### src/rtl/fsk_pkg.sv
// Shared types and default sizes for the FSK phase-increment generator.
package fsk_pkg;

  typedef enum logic {
    IDLE = 1'b0,
    SYM  = 1'b1
  } fsk_state_e;

  localparam int PHI_W_DEF     = 32;
  localparam int LEN_W_DEF     = 16;
  localparam int RAMP_LOG2_DEF = 3;

endpackage

### src/rtl/fsk_inc_ramp.sv
// Linear ramp of the phase increment toward a new target in 2^RAMP_LOG2 enabled cycles.
// Compiled only when FSK_RAMP_EN is defined; RAMP_LOG2 must be at least 1.
`ifdef FSK_RAMP_EN
module fsk_inc_ramp #(
  parameter int PHI_W     = 32,
  parameter int RAMP_LOG2 = 3
) (
  input  logic             clk,
  input  logic             reset_n,
  input  logic             clken,
  input  logic             load,
  input  logic             follow,
  input  logic [PHI_W-1:0] tgt,
  output logic [PHI_W-1:0] phi_o
);

  logic signed [PHI_W-1:0] diff;
  logic signed [PHI_W-1:0] step_new;
  logic signed [PHI_W-1:0] step_q;
  logic        [PHI_W-1:0] target_q;
  logic [RAMP_LOG2-1:0]    rcnt;
  logic                    active;

  function automatic logic signed [PHI_W-1:0] ramp_step(input logic signed [PHI_W-1:0] d);
    return d >>> RAMP_LOG2;
  endfunction

  assign diff     = signed'(tgt - phi_o);
  assign step_new = ramp_step(diff);

  // The accepting edge already applies the first step; the final edge snaps to the exact target.
  always_ff @(posedge clk or negedge reset_n) begin
    if (!reset_n) begin
      phi_o  <= '0;
      rcnt   <= '0;
      active <= 1'b0;
    end else if (clken) begin
      if (load) begin
        if (tgt != phi_o) begin
          phi_o  <= phi_o + step_new;
          rcnt   <= RAMP_LOG2'(1);
          active <= 1'b1;
        end else begin
          active <= 1'b0;
        end
      end else if (active) begin
        if (rcnt == '1) begin
          phi_o  <= target_q;
          active <= 1'b0;
        end else begin
          phi_o <= phi_o + step_q;
          rcnt  <= rcnt + RAMP_LOG2'(1);
        end
      end else if (follow) begin
        phi_o <= tgt;
      end
    end
  end

  always_ff @(posedge clk) begin
    if (clken && load) begin
      target_q <= tgt;
      step_q   <= step_new;
    end
  end

endmodule
`endif

### src/rtl/fsk_phase_inc_gen.sv
// Binary FSK front-end: turns handshaked bits into a held phase-increment word for the NCO.
// Optional FSK_RAMP_EN replaces the hard frequency step with a linear ramp (fsk_inc_ramp).
module fsk_phase_inc_gen
  import fsk_pkg::*;
#(
  parameter int PHI_W     = PHI_W_DEF,
  parameter int LEN_W     = LEN_W_DEF,
  parameter int RAMP_LOG2 = RAMP_LOG2_DEF
) (
  input  logic             clk,
  input  logic             reset_n,
  input  logic             clken,
  input  logic [PHI_W-1:0] f0_inc_i,
  input  logic [PHI_W-1:0] f1_inc_i,
  input  logic [LEN_W-1:0] sym_len_i,
  input  logic             bit_i,
  input  logic             bit_valid_i,
  output logic             bit_ready_o,
  output logic [PHI_W-1:0] phi_inc_o,
  output logic             sym_strobe_o,
  output logic             busy_o
);

  fsk_state_e       state, state_nxt;
  logic [LEN_W-1:0] cnt, cnt_nxt;
  logic [LEN_W-1:0] len_m1, len_nxt;
  logic             armed;
  logic             accept;
  logic             go_idle;
  logic [PHI_W-1:0] sel_inc;

  // armed keeps bit_ready_o low until the first enabled cycle after reset.
  assign bit_ready_o = armed & ((state == IDLE) | (cnt == len_m1));
  assign accept      = clken & bit_valid_i & bit_ready_o;
  assign busy_o      = (state == SYM);
  assign sel_inc     = bit_i ? f1_inc_i : f0_inc_i;

  always_comb begin
    state_nxt = state;
    cnt_nxt   = cnt;
    len_nxt   = len_m1;
    go_idle   = 1'b0;
    if (accept) begin
      state_nxt = SYM;
      cnt_nxt   = '0;
      len_nxt   = (sym_len_i == '0) ? '0 : sym_len_i - LEN_W'(1);
    end else if (clken && state == SYM) begin
      if (cnt == len_m1) begin
        state_nxt = IDLE;
        cnt_nxt   = '0;
        go_idle   = 1'b1;
      end else begin
        cnt_nxt = cnt + LEN_W'(1);
      end
    end
  end

  always_ff @(posedge clk or negedge reset_n) begin
    if (!reset_n) begin
      state        <= IDLE;
      cnt          <= '0;
      len_m1       <= '0;
      armed        <= 1'b0;
      sym_strobe_o <= 1'b0;
    end else begin
      sym_strobe_o <= accept;
      if (clken) begin
        state  <= state_nxt;
        cnt    <= cnt_nxt;
        len_m1 <= len_nxt;
        armed  <= 1'b1;
      end
    end
  end

`ifdef FSK_RAMP_EN
  fsk_inc_ramp #(
    .PHI_W     (PHI_W),
    .RAMP_LOG2 (RAMP_LOG2)
  ) u_ramp (
    .clk     (clk),
    .reset_n (reset_n),
    .clken   (clken),
    .load    (accept | go_idle),
    .follow  (state == IDLE),
    .tgt     (accept ? sel_inc : f0_inc_i),
    .phi_o   (phi_inc_o)
  );
`else
  logic unused_ramp_cfg;
  assign unused_ramp_cfg = go_idle & (RAMP_LOG2 != 0);

  // Increment is latched at accept, so mid-symbol config changes wait for the next symbol.
  always_ff @(posedge clk or negedge reset_n) begin
    if (!reset_n) begin
      phi_inc_o <= '0;
    end else if (clken) begin
      if (accept) begin
        phi_inc_o <= sel_inc;
      end else if (state_nxt == IDLE) begin
        phi_inc_o <= f0_inc_i;
      end
    end
  end
`endif

endmodule

### config.mk
export PLATFORM = sky130hd
export DESIGN_NAME = fsk_phase_inc_gen
export DESIGN_NICKNAME = d
export VERILOG_FILES = /design/src/rtl/fsk_pkg.sv /design/src/rtl/fsk_inc_ramp.sv /design/src/rtl/fsk_phase_inc_gen.sv
export SDC_FILE = /design/constraint.sdc
export NUM_CORES = 1
export LEC_CHECK = 0
export CAP_MARGIN = 20
export CORE_MARGIN = 2
export CORE_UTILIZATION = 45
export CTS_CLUSTER_DIAMETER = 100
export DETAILED_ROUTE_END_ITERATION = 12
export GPL_TIMING_DRIVEN = 0
export HOLD_SLACK_MARGIN = 0.15
export PLACE_DENSITY = 0.83
export SKIP_LAST_GASP = 1
export SYNTH_ARGS = -nofsm -noshare
export SYNTH_HDL_FRONTEND = slang
export SYNTH_SLANG_ARGS = --single-unit
### constraint.sdc
create_clock -name clk -period 2.5 [get_ports clk]
set_clock_uncertainty 0.05 [all_clocks]
set_input_delay 0.5 -clock clk [delete_from_list [all_inputs] [get_ports clk]]
set_output_delay 0.5 -clock clk [all_outputs]
set_load 0.01 [all_outputs]
==> results of run 1 <==
## layout make-up
cell class | instances | area share (%)
clock buffer | 9 | 2.227
sequential | 67 | 30.30
timing repair buffer | 129 | 22.58
tap | 105 | 2.362
inverter | 9 | 0.6073
buffer | 16 | 2.497
multi-input combinational | 232 | 38.06
clock inverter | 7 | 1.372
## repair_timing
item / CTS / global route
resized for setup: 8 / 12
endpoints found under the setup margin: 1 / 1
hold buffers: 0 / 0
setup buffers: 4 / 7
pin swaps: 4 / 7
## sequential cells by signal, summed over array words and instances, names as in the netlist
register	cells
len_m1	16
phi_inc_o	32
busy_o	1
armed	1
sym_strobe_o	1
cnt	16
## layer usage
| metal | up-vias | global-route usage, % | share of wire, % |
|---|---|---|---|
| met1 | 1548 | 27.29 | 41 |
| li1 | 1482 | - | - |
| met5 | - | 0 | 0 |
| met2 | 133 | 36.65 | 50 |
| met4 | 0 | 6.392 | 1.5 |
| met3 | 19 | 6.619 | 7.4 |
## worst max path at each step
stage | depth (start not counted) | from | end
final | 5 | cnt[3] | bit_ready_o
after global routing | 5 | cnt[7] | bit_ready_o
after floorplan | 7 | cnt[0] | phi_inc_o[0]
after detailed placement | 5 | cnt[0] | bit_ready_o
after CTS | 5 | len_m1[5] | bit_ready_o
after global placement | 1 | reset_n | phi_inc_o[13]
## worst register-to-register path, stage by stage, from the launching register on
cell,delay [ps]
dfrtp_1,430
xnor2_1,220
nand4_1,200
buf_4,190
o41a_1,370
buf_6,160
nor2_8,180
buf_12,180
mux2_4,300
## layout by cell type (no fill, tap or decap), drive strengths merged, types with 3 or more instances in the layout
cell,n
a31oi,3
a41oi,3
and2,6
buf,20
clkbuf,18
clkdlybuf4s50,116
clkinv,3
dfrtp,67
ha,3
inv,10
mux2,64
nand2,18
nand3,13
nand3b,3
nand4,11
nor2,11
nor3,6
nor4,3
o21ai,6
o2bb2ai,14
o311ai,4
o31ai,5
or2,4
or4,3
xnor2,24
xor2,5
## stage by stage
step           power, mW  TNS [ps]  area (um^2)  setup slack (ps)
5_1_grt            4.097    -42.76         5563            -42.76
3_3_place_gp       2.827    -85920         5211             -1241
2_1_floorplan      2.206         0         3899             356.2
4_1_cts            3.813    -8.340         5451            -8.340
6_report           3.900         0         5563             39.50
3_5_place_dp       2.869     -4658         5209            -205.1
## cell families after synthesis
family | synth area share (%)
AO/OA/AOI/OAI | 10.11
multiplexers | 21.63
flip-flops | 43.00
AND/OR/NAND/NOR | 12.84
XOR/XNOR | 6.900
adder cells (fa/ha/maj) | 0.9629
buffers and inverters | 4.557
## power breakdown
group          internal (mW)  total, mW  switching [mW]
registers               1.35       1.56           0.209
clock network          0.465      0.913           0.448
logic                  0.913       1.42           0.511
total                   2.73       3.90            1.17
==> results.tsv, run 1 <==
stage	metric	value	unit
clock_tree	cts_tree	yes	
timing	finalSetupViolCount	0	
global_route	grt_max_degree	68	
drt	viasPerCell	5.544	
setup_path	r2r_slack	100	ps
setup_path	slowest_stage	dfrtp_2	
clock_tree	clk_latency	350	ps
drt	drt-pass1-iter-count	4	
setup_path	cp-start-kind	flip-flop	
clock_tree	cts.sinks	67	
setup_path	cpPeakStageDelay	450	ps
floorplan	core.rowCount	33	
clock_tree	clk_path_buf_depth	2	
layout	final_nets	552	
global_route	antenna_found_initial	0	
layout	fillCellCount	599	
clock_tree	root_buffer	clkbuf_8	
setup_path	r2r_start	cnt[4]	
drt	routedWlPerCell	17.96	um
timing	rsz0062_at_grt	true	
global_route	grt_pass1_vias	3282	
setup_path	worstPathMaxFanout	3	
layout	multi_input_area	2117	um^2
timing	drv_slew	0	
yosys	synthFlopType	dfrtp_1	
floorplan	die_w	97.08	um
yosys	synthesis.area	3899	um^2
floorplan	initial_utilization	46.98	%
timing	slew_headroom	44.49	%
setup_path	reg2reg_depth	8	
global_route	grt_usage	21.84	%
power	ir_drop	439.5	uV
setup_path	timing.rr.end	phi_inc_o[8]	
power	power_density	701.1	nW/um^2
layout	drive_gt1_share	26.65	%
placement	hpwl	7442	um
yosys	yosysMostFrequentCell	dfrtp_1	
clock_tree	clkTransAtPathRegs	80	ps
layout	utilization	67.03	%
yosys	synth_top_area_share	43.00	%
yosys	yosys-top-cells-count	dfrtp_1 (67), mux2_2 (34), mux2_4 (30), xnor2_1 (22), nand2_1 (18)	
drt	drt_iter0_markers	199	
setup_path	path_cells	xnor2_2 -> nand4_4 -> o41ai_4 -> and2_1 -> buf_2	
placement	io_buffers	118	
floorplan	fp.dieH	97.08	um
yosys	ys_async_sr_fraction	100.0	%
yosys	ys.warnings.count	0	
yosys	synthTopCellsByArea	dfrtp_1 (43%), mux2_4 (12%), mux2_2 (9.8%)	
yosys	synth_top_cell_by_area	dfrtp_1	
floorplan	io_pins	120	
global_route	grt_first_pass_wirelength	16440	um
timing	fmax	406.4	MHz
yosys	ys_seq_elements	67	
drt	drt_wl_total	10310	um
clock_tree	htree_num_levels	3	
timing	hold_viol	0	
floorplan	die_area	9425	um^2
layout	syn_to_final_growth	42.68	%
timing	finalCritPeriodShare	98.42	%
run	max_cap_violations	0	
placement	dp_cells	548	
clock_tree	cts_buffers	9	
layout	stdcell_count	574	
run_status	outcome	completed	
yosys	syn_inst	325	
yosys	yosysSeqAreaShare	43.00	%
yosys	ys_types	52	
worst_hold_path	hold_class	in2async	
layout	diodes	0	
layout	seq_area	1685	um^2
yosys	synth_edf_count	0	
drt	drc	0	
yosys	syn_nets	413	
yosys	avgSynthCellArea	12.00	um^2
power	p_leak	2.246	nW
setup_path	crit_type	reg2out	
floorplan	core-area	8299	um^2
timing	worst_slew_pin_slew	832.6	ps
global_route	grt.overflow.total	0	
drt	via_count	3182	
setup_path	end_kind	output port	
setup_path	worstPathArrival	1910	ps
setup_path	critPathTopFamily	flip-flops	
setup_path	critPathRequiredTime	1950	ps
timing	hold_ws	183.6	ps
timing	period_minus_slack	2460	ps
setup_path	critPathBufInv	1	
drt	final_antenna_net_count	0	
placement	place_congestion	0.9040	
No activity file was read; power rests on OpenSTA's default activity.
==> inputs of run 2 (changes only) <==
Settings changed: SKIP_CTS_REPAIR_TIMING set to 1.
==> run 2 against run 1 <==
Against the previous run: the run now ends with setup timing left; register-to-register slack about the same; clock power about the same; first-iteration DRC count decreased by 6.5%; via count decreased by 0.66%; global-route usage decreased by 0.38 points; sequential cell count unchanged; sequential share of layout area increased by 0.29 points; cell count decreased by 0.17%; cell area decreased by 1.1%; worst hold slack got worse by 16 ps; combinational power decreased by 6%; worst setup slack got worse by 130 ps.
==> results.tsv, run 2 (synthesis gave the netlist of run 1 again) <==
stage	metric	value	unit
power	ir_drop	406.3	uV
setup_path	cpPeakStageDelay	510	ps
timing	hold_ws	167.7	ps
layout	utilization	66.30	%
layout	drive_gt1_share	25.21	%
placement	pre_cts_slack	-205.1	ps
placement	io_buffers	118	
setup_path	reg2reg_depth	7	
clock_tree	root_buffer	clkbuf_8	
placement	hpwl	7442	um
drt	routedWlPerCell	17.51	um
layout	fillCellCount	617	
floorplan	die_area	9425	um^2
timing	fin_setup_tns	-92.09	ps
timing	worst_slew_pin_slew	822.4	ps
setup_path	end_kind	output port	
drt	viasPerCell	5.517	
timing	period_minus_slack	2592	ps
placement	place_congestion	0.9040	
clock_tree	cts_tree	yes	
power	p_total	3.798	mW
clock_tree	clkTransAtPathRegs	80	ps
floorplan	die_w	97.08	um
timing	finalSetupViolCount	1	
layout	syn_to_final_growth	41.14	%
global_route	grt_max_degree	68	
clock_tree	clk_latency	360	ps
setup_path	worstPathMaxFanout	8	
drt	via_count	3161	
floorplan	io_pins	120	
layout	final_common_cell	clkdlybuf4s50_1	
layout	diodes	0	
timing	fin_ws	-92.09	ps
timing	rsz0062_at_grt	true	
run_status	violations	setup timing	
global_route	antenna_found_initial	0	
run_status	outcome	finished with violations	
clock_tree	clk_path_buf_depth	2	
power	power_density	690.3	nW/um^2
worst_hold_path	hold_class	in2async	
layout	top_register	phi_inc_o	
layout	layout_common_cells	clkdlybuf4s50_1 (116), dfrtp_1 (62), mux2_2 (34)	
drt	drt_iter0_markers	186	
layout	largest_reg_flops	32	
floorplan	core.rowCount	33	
timing	fmax	385.8	MHz
drt	final_antenna_net_count	0	
global_route	grt_pass1_vias	3242	
drt	drc	0	
setup_path	crit_type	reg2out	
global_route	grt_first_pass_wirelength	16230	um
clock_tree	htree_num_levels	3	
setup_path	slowest_stage	o41ai_4	
run	max_cap_violations	0	
timing	drv_slew	0	
setup_path	cp-start-kind	flip-flop	
floorplan	fp.dieH	97.08	um
clock_tree	cts_buffers	9	
layout	top_regs	phi_inc_o (32), cnt (16), len_m1 (16)	
setup_path	worstPathArrival	2040	ps
clock_tree	cts.sinks	67	
power	p_leak	2.229	nW
layout	final_nets	551	
setup_path	r2r_start	cnt[0]	
setup_path	path_cells	xnor2_2 -> nand4_2 -> o41ai_4 -> and2_1 -> buf_2	
timing	finalCritPeriodShare	103.7	%
drt	drt_wl_total	10030	um
floorplan	core-area	8299	um^2
global_route	grt_usage	21.46	%
global_route	grt.overflow.total	0	
setup_path	r2r_slack	100	ps
drt	drt-pass1-iter-count	4	
setup_path	critPathRequiredTime	1950	ps
timing	slew_headroom	45.18	%
setup_path	timing.rr.end	len_m1[9]	
timing	hold_viol	0	
floorplan	initial_utilization	46.98	%
run 2: worst max-delay path, delay by kind of cell, from the launching register on:
family	cells	cell delay [ps]
compound gates	1	510
xor+xnor	1	190
buf+inv	1	130
flops	1	480
simple gates	2	380
run 2: report_power, final:
| part | internal [mW] | switching [mW] |
|---|---|---|
| clock network | 0.465 | 0.450 |
| registers | 1.35 | 0.203 |
| logic | 0.855 | 0.475 |
| total | 2.67 | 1.13 |
run 2: layout make-up:
type	count	area, um^2	area share (%)
Sequential cell	67	1683	30.58
Inverter	9	33.78	0.6139
Tap cell	105	131.4	2.387
Timing Repair Buffer	128	1249	22.69
Clock inverter	7	76.32	1.387
Buffer	16	138.9	2.524
Multi-Input combinational cell	232	2067	37.56
Clock buffer	9	123.9	2.251
run 2: through the flow:
stage | cell area (um^2) | std cells
floorplan | 3899 | 325
global placement | 5211 | 548
detailed placement | 5209 | 548
CTS | 5409 | 564
global route | 5503 | 573
finish | 5503 | 573
run 2: worst max path at each step:
stage | from | end | slack, ps | cells past startpoint
finish | cnt[0] | bit_ready_o | -90 | 5
global route | cnt[0] | bit_ready_o | -180 | 5
CTS | cnt[0] | bit_ready_o | -600 | 5
detailed placement | cnt[0] | bit_ready_o | -210 | 5
global placement | reset_n | phi_inc_o[13] | -1240 | 1
floorplan | cnt[0] | phi_inc_o[0] | 360 | 7
run 2: layer usage:
| layer | share of wire, % | global-route usage (%) | vias to the layer above |
|---|---|---|---|
| met1 | 42 | 27.07 | 1543 |
| met4 | 1.5 | 6.392 | 0 |
| met2 | 50 | 35.58 | 126 |
| met3 | 6.9 | 6.619 | 12 |
| li1 | - | - | 1480 |
| met5 | 0 | 0 | - |
==> inputs of run 3 (changes only) <==
Settings changed: CORE_UTILIZATION 45 to 35, PLACE_DENSITY 0.83 to 0.71, RECOVER_POWER set to 100.
Clock period 2.5 ns to 2.15 ns, I/O delays scaled along.
==> run 3 against run 2 <==
Against the previous run: the run ends with capacitance limit, slew limit, setup timing left; register-to-register slack lost 390 ps; total power rose by 16%; die area increased by 27%; critical path depth increased by 1; highest routed layer unchanged.
==> results.tsv, run 3 (synthesis gave the netlist of run 1 again) <==
stage	metric	value	unit
timing	slew_headroom	-10.80	%
layout	multi_input_area	2176	um^2
placement	hpwl	6851	um
layout	final_nets	558	
setup_path	r2r_slack	-290	ps
timing	rsz0062_at_grt	true	
worst_hold_path	hp-start	armed	
layout	seq_area	1680	um^2
floorplan	core-area	10840	um^2
drt	final_antenna_net_count	0	
setup_path	r2r_start	cnt[7]	
drt	drc	0	
clock_tree	htree_num_levels	3	
layout	final_common_cell	clkdlybuf4s50_1	
global_route	grt_max_degree	68	
drt	routedWlPerCell	15.26	um
clock_tree	root_buffer	clkbuf_8	
floorplan	fp.dieH	109.5	um
drt	viasPerCell	5.036	
layout	drive_gt1_share	30.11	%
layout	top_regs	phi_inc_o (32), cnt (16), len_m1 (16)	
drt	via_count	3097	
worst_hold_path	holdPathStages	1	
timing	finalSetupViolCount	44	
clock_tree	cts_buffers	9	
clock_tree	cts.sinks	67	
setup_path	timing.rr.end	phi_inc_o[23]	
global_route	grt_first_pass_wirelength	14420	um
floorplan	die_area	12000	um^2
power	ir_drop	335.5	uV
setup_path	worstPathMaxFanout	7	
power	p_leak	2.318	nW
timing	finalCritPeriodShare	115.2	%
global_route	grt_pass1_vias	2930	
layout	diodes	0	
run	max_cap_violations	1	
setup_path	critPathRequiredTime	1670	ps
clock_tree	cts_tree	yes	
floorplan	core.rowCount	38	
layout	largest_reg_flops	32	
drt	drt-pass1-iter-count	4	
timing	fin_ws	-326.6	ps
clock_tree	clk_latency	340	ps
global_route	grt_usage	15.39	%
drt	drt_wl_total	9385	um
placement	place_congestion	0.8471	
layout	fillCellCount	963	
global_route	grt.overflow.total	0	
worst_hold_path	hold_class	reg2reg	
setup_path	end_kind	output port	
layout	top_register	phi_inc_o	
timing	period_minus_slack	2477	ps
floorplan	io_pins	120	
setup_path	reg2reg_depth	9	
setup_path	cp-start-kind	flip-flop	
layout	layout_common_cells	clkdlybuf4s50_1 (83), dfrtp_1 (64), mux2_2 (34)	
layout	stdcell_count	615	
layout	syn_to_final_growth	48.23	%
run_status	violations	capacitance limit, slew limit, setup timing	
clock_tree	clkTransAtPathRegs	70	ps
floorplan	die_w	109.5	um
timing	worst_slew_pin_slew	1662	ps
power	p_total	4.405	mW
power	power_density	762.3	nW/um^2
timing	fmax	403.8	MHz
timing	drv_slew	68	
placement	dp_cells	583	
run_status	outcome	finished with violations	
setup_path	crit_type	reg2out	
drt	drt_iter0_markers	106	
worst_hold_path	holdPathEnd	armed	
placement	io_buffers	118	
global_route	antenna_found_initial	0	
clock_tree	clk_path_buf_depth	2	
setup_path	worstPathArrival	2000	ps
timing	hold_viol	0	
placement	pre_cts_slack	-508.9	ps
floorplan	initial_utilization	35.96	%
[run 3: cell types whose count changed in the layout (fill, tap and decap cells not counted), sizes merged]
cell,before,now
clkbuf,18,21
buf,19,27
inv,10,9
dlygate4sd3,0,33
clkinv,3,0
clkdlybuf4s50,116,83
[run 3: layer usage]
metal,share of wire [%],GRT usage [%]
met4,0.67,3.797
met2,46,24.91
met5,0,0
met1,44,20.50
met3,8.6,4.090
[run 3: how the worst max path moves through the flow]
stage,startpoint,end,slack [ps],depth (start not counted)
2_1_floorplan,cnt[0],phi_inc_o[0],6,7
3_3_place_gp,reset_n,phi_inc_o[4],-1630,1
3_5_place_dp,cnt[0],bit_ready_o,-510,5
4_1_cts,cnt[0],bit_ready_o,-890,5
5_1_grt,cnt[2],bit_ready_o,-420,6
6_report,cnt[7],bit_ready_o,-330,6
[run 3: power by group]
group	internal (mW)	switching (mW)	total [mW]
clock network	0.631	0.472	1.10
logic	0.963	0.538	1.50
registers	1.57	0.230	1.80
total	3.17	1.24	4.41
[run 3: per-stage QoR]
step | setup TNS (ps) | hold WS (ps) | utilization, % | cell area [um^2]
floorplan | 0 | 84.41 | - | 3899
global placement | -125310 | 414.4 | 48.48 | 5255
finish | -9889 | 440.7 | 53.31 | 5779
global route | -14390 | 476.8 | 53.31 | 5779
CTS | -9532 | 174.3 | 50.43 | 5466
detailed placement | -18550 | 432.8 | 48.45 | 5253
[run 3: cell type report]
type / count / area share [%]
clock inverters: 3 / 0.7794
plain buffers: 17 / 2.879
repair buffers: 134 / 23.08
well taps: 140 / 3.031
multi-input cells: 232 / 37.65
inverters: 9 / 0.5845
clock buffers: 13 / 2.923
flip-flops and latches: 67 / 29.08
[run 3: critical path, cell delays in order, from the launching register on]
cell and delay [ps]:
dfrtp_1 360, buf_2 170, xnor2_2 150, nand4_2 150, o41ai_4 520, and2_1 210
buf_6 110
